## src/rtl/ita_fifo_drain.sv

```systemverilog
// ita_fifo_drain
// Read side of the requantized-output FIFO. Pops FIFO_WIDTH-bit words from a
// first-word-fall-through FIFO into a single-entry holding register and
// serializes each word LSB-first as BEATS = FIFO_WIDTH/OUT_WIDTH beats on a
// valid/ready stream. A per-tile word counter flags the tile's final beat.
//
// Ports:
//   clk_i, rst_i          clock, asynchronous active-high reset
//   flush_i               synchronous clear of all state (beats accept/pop)
//   fifo_empty_i          FIFO empty flag
//   fifo_data_i           FIFO head word, valid while !fifo_empty_i
//   pop_from_fifo_o       consume the head word this cycle (combinational)
//   words_per_tile_i      words per tile, static while busy_o=1
//   valid_o/ready_i       output beat handshake
//   data_o                current beat
//   last_o                final beat of the tile
//   busy_o                holding register occupied or tile partially drained
//
// Optional feature (macro ITA_FIFO_DRAIN_PERF_EN):
//   stall_cycles_o        saturating count of valid_o & !ready_i cycles
//   starve_cycles_o       saturating count of mid-tile empty-FIFO cycles
module ita_fifo_drain #(
  parameter int unsigned FIFO_WIDTH = 128,
  parameter int unsigned OUT_WIDTH  = 64,
  parameter int unsigned CNT_WIDTH  = 16
) (
  input  logic                  clk_i,
  input  logic                  rst_i,
  input  logic                  flush_i,
  input  logic                  fifo_empty_i,
  input  logic [FIFO_WIDTH-1:0] fifo_data_i,
  output logic                  pop_from_fifo_o,
  input  logic [CNT_WIDTH-1:0]  words_per_tile_i,
  output logic                  valid_o,
  input  logic                  ready_i,
  output logic [OUT_WIDTH-1:0]  data_o,
  output logic                  last_o,
  output logic                  busy_o
`ifdef ITA_FIFO_DRAIN_PERF_EN
  ,
  output logic [31:0]           stall_cycles_o,
  output logic [31:0]           starve_cycles_o
`endif
);

  localparam int unsigned BEATS  = FIFO_WIDTH / OUT_WIDTH;
  localparam int unsigned BEAT_W = (BEATS > 1) ? $clog2(BEATS) : 1;
  // Slice table is padded to a power of two so beat_q can index it directly.
  localparam int unsigned SLOTS  = 1 << BEAT_W;

  if (FIFO_WIDTH % OUT_WIDTH != 0) begin : g_width_check
    $fatal(1, "ita_fifo_drain: FIFO_WIDTH must be a multiple of OUT_WIDTH");
  end

  logic [FIFO_WIDTH-1:0] word_q;
  logic                  full_q;
  logic [BEAT_W-1:0]     beat_q;
  logic [CNT_WIDTH-1:0]  tile_cnt_q;

  logic                  accept;
  logic                  beat_is_last;
  logic                  lb;
  logic                  tile_last;
  logic                  pop;
  logic [OUT_WIDTH-1:0]  beat_slice [SLOTS];

  genvar gi;
  generate
    for (gi = 0; gi < SLOTS; gi++) begin : g_slice
      if (gi < BEATS) begin : g_real
        assign beat_slice[gi] = word_q[gi*OUT_WIDTH +: OUT_WIDTH];
      end else begin : g_pad
        assign beat_slice[gi] = '0;
      end
    end
  endgenerate

  assign beat_is_last = (beat_q == BEAT_W'(BEATS - 1));
  assign accept       = full_q & ready_i;
  assign lb           = accept & beat_is_last;
  // A zero tile length never matches, so the counter just wraps.
  assign tile_last    = (words_per_tile_i != '0) &&
                        (tile_cnt_q == words_per_tile_i - CNT_WIDTH'(1));
  // Refill on the last beat keeps valid_o high across word boundaries.
  assign pop          = !fifo_empty_i & !flush_i & (!full_q | lb);

  assign pop_from_fifo_o = pop;
  assign valid_o         = full_q;
  assign data_o          = beat_slice[beat_q];
  assign last_o          = full_q & beat_is_last & tile_last;
  assign busy_o          = full_q | (tile_cnt_q != '0);

  always_ff @(posedge clk_i or posedge rst_i) begin
    if (rst_i) begin
      word_q     <= '0;
      full_q     <= 1'b0;
      beat_q     <= '0;
      tile_cnt_q <= '0;
    end else if (flush_i) begin
      word_q     <= '0;
      full_q     <= 1'b0;
      beat_q     <= '0;
      tile_cnt_q <= '0;
    end else begin
      if (pop) begin
        word_q <= fifo_data_i;
        full_q <= 1'b1;
        beat_q <= '0;
      end else if (lb) begin
        full_q <= 1'b0;
      end else if (accept) begin
        beat_q <= beat_q + BEAT_W'(1);
      end

      if (lb) begin
        if (tile_last) begin
          tile_cnt_q <= '0;
        end else begin
          tile_cnt_q <= tile_cnt_q + CNT_WIDTH'(1);
        end
      end
    end
  end

`ifdef ITA_FIFO_DRAIN_PERF_EN
  logic [31:0] stall_q;
  logic [31:0] starve_q;

  always_ff @(posedge clk_i or posedge rst_i) begin
    if (rst_i) begin
      stall_q  <= '0;
      starve_q <= '0;
    end else if (flush_i) begin
      stall_q  <= '0;
      starve_q <= '0;
    end else begin
      if (full_q && !ready_i && (stall_q != '1)) begin
        stall_q <= stall_q + 32'd1;
      end
      // Starved: mid-tile, nothing held and nothing to pop.
      if (!full_q && fifo_empty_i && (tile_cnt_q != '0) && (starve_q != '1)) begin
        starve_q <= starve_q + 32'd1;
      end
    end
  end

  assign stall_cycles_o  = stall_q;
  assign starve_cycles_o = starve_q;
`endif

endmodule
```

## config.mk

```make
export PLATFORM = sky130hd
export DESIGN_NAME = ita_fifo_drain
export DESIGN_NICKNAME = d
export VERILOG_FILES = /design/src/rtl/ita_fifo_drain.sv
export SDC_FILE = /design/constraint.sdc
export NUM_CORES = 1
export LEC_CHECK = 0
export ABC_AREA = 1
export BUFFER_PORTS_ARGS = -buffer_cell sky130_fd_sc_hd__buf_4
export CAP_MARGIN = 25
export CELL_PAD_IN_SITES_DETAIL_PLACEMENT = 2
export CELL_PAD_IN_SITES_GLOBAL_PLACEMENT = 2
export CORE_MARGIN = 2
export CORE_UTILIZATION = 25
export DETAILED_ROUTE_END_ITERATION = 7
export GPL_ROUTABILITY_DRIVEN = 0
export PLACE_DENSITY_LB_ADDON = 0.1
export RECOVER_POWER = 50
export SYNTH_ARGS = -nofsm -noshare
export SYNTH_HDL_FRONTEND = slang
export SYNTH_SLANG_ARGS = --single-unit
```

## constraint.sdc

```tcl
create_clock -name clk_i -period 5.68 [get_ports clk_i]
set_input_delay 1.704 -clock clk_i [delete_from_list [all_inputs] [get_ports clk_i]]
set_output_delay 1.704 -clock clk_i [all_outputs]
set_load 0.02 [all_outputs]
```

==> flow_summary.toml <==
[outcome]
outcome = "finished with violations"
violated_checks = "capacitance limit, slew limit"

[layout]
nets = 1311
num_antenna_cells = 0
postLayoutCoreUtil_pct = 33.9
post_route_cells_drive_above_1_share_pct = 22.8
area_delta_synth_final_pct = 33.1
post_layout_cell_count = 1556

[grt]
via_count_of_the_first_global_routing_pass = 7412
globalRouteTotalUtil_pct = 17.4
grt.overflow.total = 0
wire_length_of_the_first_global_routing_pass_mm = 41.9
grt_max_degree = 92
antenna_violations_before_repair = 0

[setup_path]
regToRegStartpoint = "beat_is_last"
crit_type = "in -> out"
endpoint_kind = "output pin"
critical_path.startpoint = "words_per_tile_i[0]"
data_required_time_of_the_worst_path_ns = 3.98
worst-path-max-fanout = 7
crit_arrival_ns = 3.49
setup.worst_path.start_class = "primary input"

[synth]
post-synth-top-area-cell = "dfrtp_1"
post_synth_inst_count = 970
syn_area_per_cell_sq_um = 7.58
synthDistinctLibCells = 31
portion_of_the_post_synthesis_area_used_by_sequential_elements_pct = 49.7
synth-edff-count = 0
synth_flop_cell = "dfrtp_1"
most_used_standard_cell_by_instance_count_after_synthesis = "nand2_1"
ys_ff_latch = 146
syn_area_sq_um = 7350
synth_top_area_share_pct = 49.7
syn-num-nets = 1122
synthTopCellsByArea = "dfrtp_1 (50%), nand2_1 (18%), o21ai_0 (9.3%)"
yosys_warnings = 0
synthTopCellsByCount = "nand2_1 (345), dfrtp_1 (146), o21ai_0 (136), inv_1 (102), nand3_1 (86)"
asyncSetResetFlopFracSynth_pct = 100

[timing]
fin_worst_hold_slack_ns = 0.504
worst-slew-pin-transition_ns = 2.13
maxSlewHeadroom_pct = -41.8
timing.fmax_mhz = 193
final-setup-viol-count = 0
totalNegativeSetupSlack_ns = 0
final-hold-violation-count = 0
finalCriticalPeriod_ns = 5.19
timing_max_transition_violations_final = 216
final.setup_skew_ns = 0.00927
final_min_period_over_clock_period_pct = 91.4
rsz0062_at_grt = "false"

[place]
dp_cells = 1524
hpwl_mm = 17.9
port-buffer-count = 216

[die]
design.portCount = 217
floorplan_die_area_sq_um = 30800
start_util_pct = 25.5
dieHeight_um = 176
std_cell_rows = 62
core_region_area_sq_um = 28900
die_width_um = 176

[power_and_ir_drop]
powerDensity_nw_per_um2 = 272
peak_supply_drop_uv = 139
power.leakage_nw = 4.87
post-layout-total-power_w = 0.00266

[routing]
vias = 6981
route.detailed.vias_per_inst = 4.49
initialDrtViolationCount = 338
detail_route.wl_per_cell_um = 16.7
drt_wl_total_mm = 26.0
drt_first_pass_iters = 4
remaining_drc_errors = 0
postRouteAntennaNets = 0

[worst_hold_path]
worstHoldPathType = "reg -> reg"
min-delay-start = "word_q[65]"

[cts]
clockBufferDepth = 2
cts_inserted_buffers = 17
ctsRootBufferMaster = "clkbuf_16"
ctsHtreeMaxLevel = 4
clock_tree_from_tritoncts = "built"
holdBufCountCts = 0
clock_sink_count = 146
worstSkewPairLatency_ns = 0.43
postCtsResizedCells = 0
clk_transition_reported_paths_ns = 0.06
post-cts-setup-buffer-count = 0

[flow_run]
maxCapViolations = 4
[worst max-delay path, cell delays in order]
cell	delay [ns]
clkbuf_1	0.10
inv_1	0.13
ha_1	0.26
nand2_1	0.24
nor2_8	0.21
nand2_1	0.06
nand2_1	0.06
nand2_1	0.06
nor2_1	0.09
nand2_1	0.08
nor2_2	0.07
nand3_1	0.12
nor2_1	0.13
buf_4	0.16
[sequential cells by signal, summed over array words and instances, names as in the netlist]
| name | cells |
|---|---|
| word_q | 128 |
| tile_cnt_q | 16 |
| beat_is_last | 1 |
| valid_o | 1 |
[layer usage]
| layer | track usage [%] | share of wire, % | vias up |
|---|---|---|---|
| met2 | 26.8 | 45 | 153 |
| met3 | 4.98 | 5.9 | 12 |
| met1 | 24.1 | 48 | 3396 |
| met5 | 0 | 0 | - |
| met4 | 3.79 | 0.79 | 0 |
| li1 | - | - | 3420 |
[logic make-up after synthesis]
| logic type | synth area share, % |
|---|---|
| simple gates | 28.1 |
| buf+inv | 8.56 |
| compound gates | 10.7 |
| flops | 49.7 |
| xor+xnor | 2.50 |
| fa+ha+maj | 0.510 |
[power breakdown]
group	internal, W	switching [W]
logic	0.000173	0.000255
clock network	0.000586	0.000509
registers	0.00110	0.0000368
total	0.00186	0.000801
[metrics by stage]
step,worst slack (ns),instance area [sq um]
floorplan,0.0530,7350
global placement,0.642,9310
detailed placement,0.572,9310
CTS,0.569,9870
global route,0.248,9790
finish,0.490,9790
[final timing paths]
check | end | slack, ns | depth (start not counted)
hold / removal | word_q[65] | 0.50 | 2
hold reg to reg | word_q[65] | 0.50 | 2
setup reg to reg | word_q[100] | 1.48 | 9
min in group asynchronous | word_q[4] | 1.87 | 2
setup / recovery | last_o | 0.49 | 14
max in group asynchronous | word_q[113] | 1.40 | 3
[layout by cell type, fill, tap and decap left out, types with 2 or more instances in the layout]
cell and count:
a21oi_1 3, buf_4 216, clkbuf_1 6, clkbuf_16 17
clkbuf_2 2, clkinv_4 3, clkinvlp_4 4, dfrtp_1 145
ha_1 3, inv_1 100, inv_2 2, inv_6 5
inv_8 2, nand2_1 347, nand3_1 87, nand3b_1 3
nand4_1 5, nor2_1 34, nor2_2 6, nor3_1 3
nor4_1 3, o21ai_0 143, o21ai_2 2, xnor2_1 8
xor2_1 13
[area by class of cell]
| class | count | area (sq um) |
|---|---|---|
| multi-input cells | 666 | 3020 |
| clock buffers | 19 | 443 |
| flip-flops and latches | 146 | 3660 |
| inverters | 103 | 390 |
| well taps | 384 | 480 |
| fillers | 3451 | 19100 |
| repair buffers | 225 | 1680 |
| clock inverters | 13 | 115 |
(Power assumes the default switching activity.)
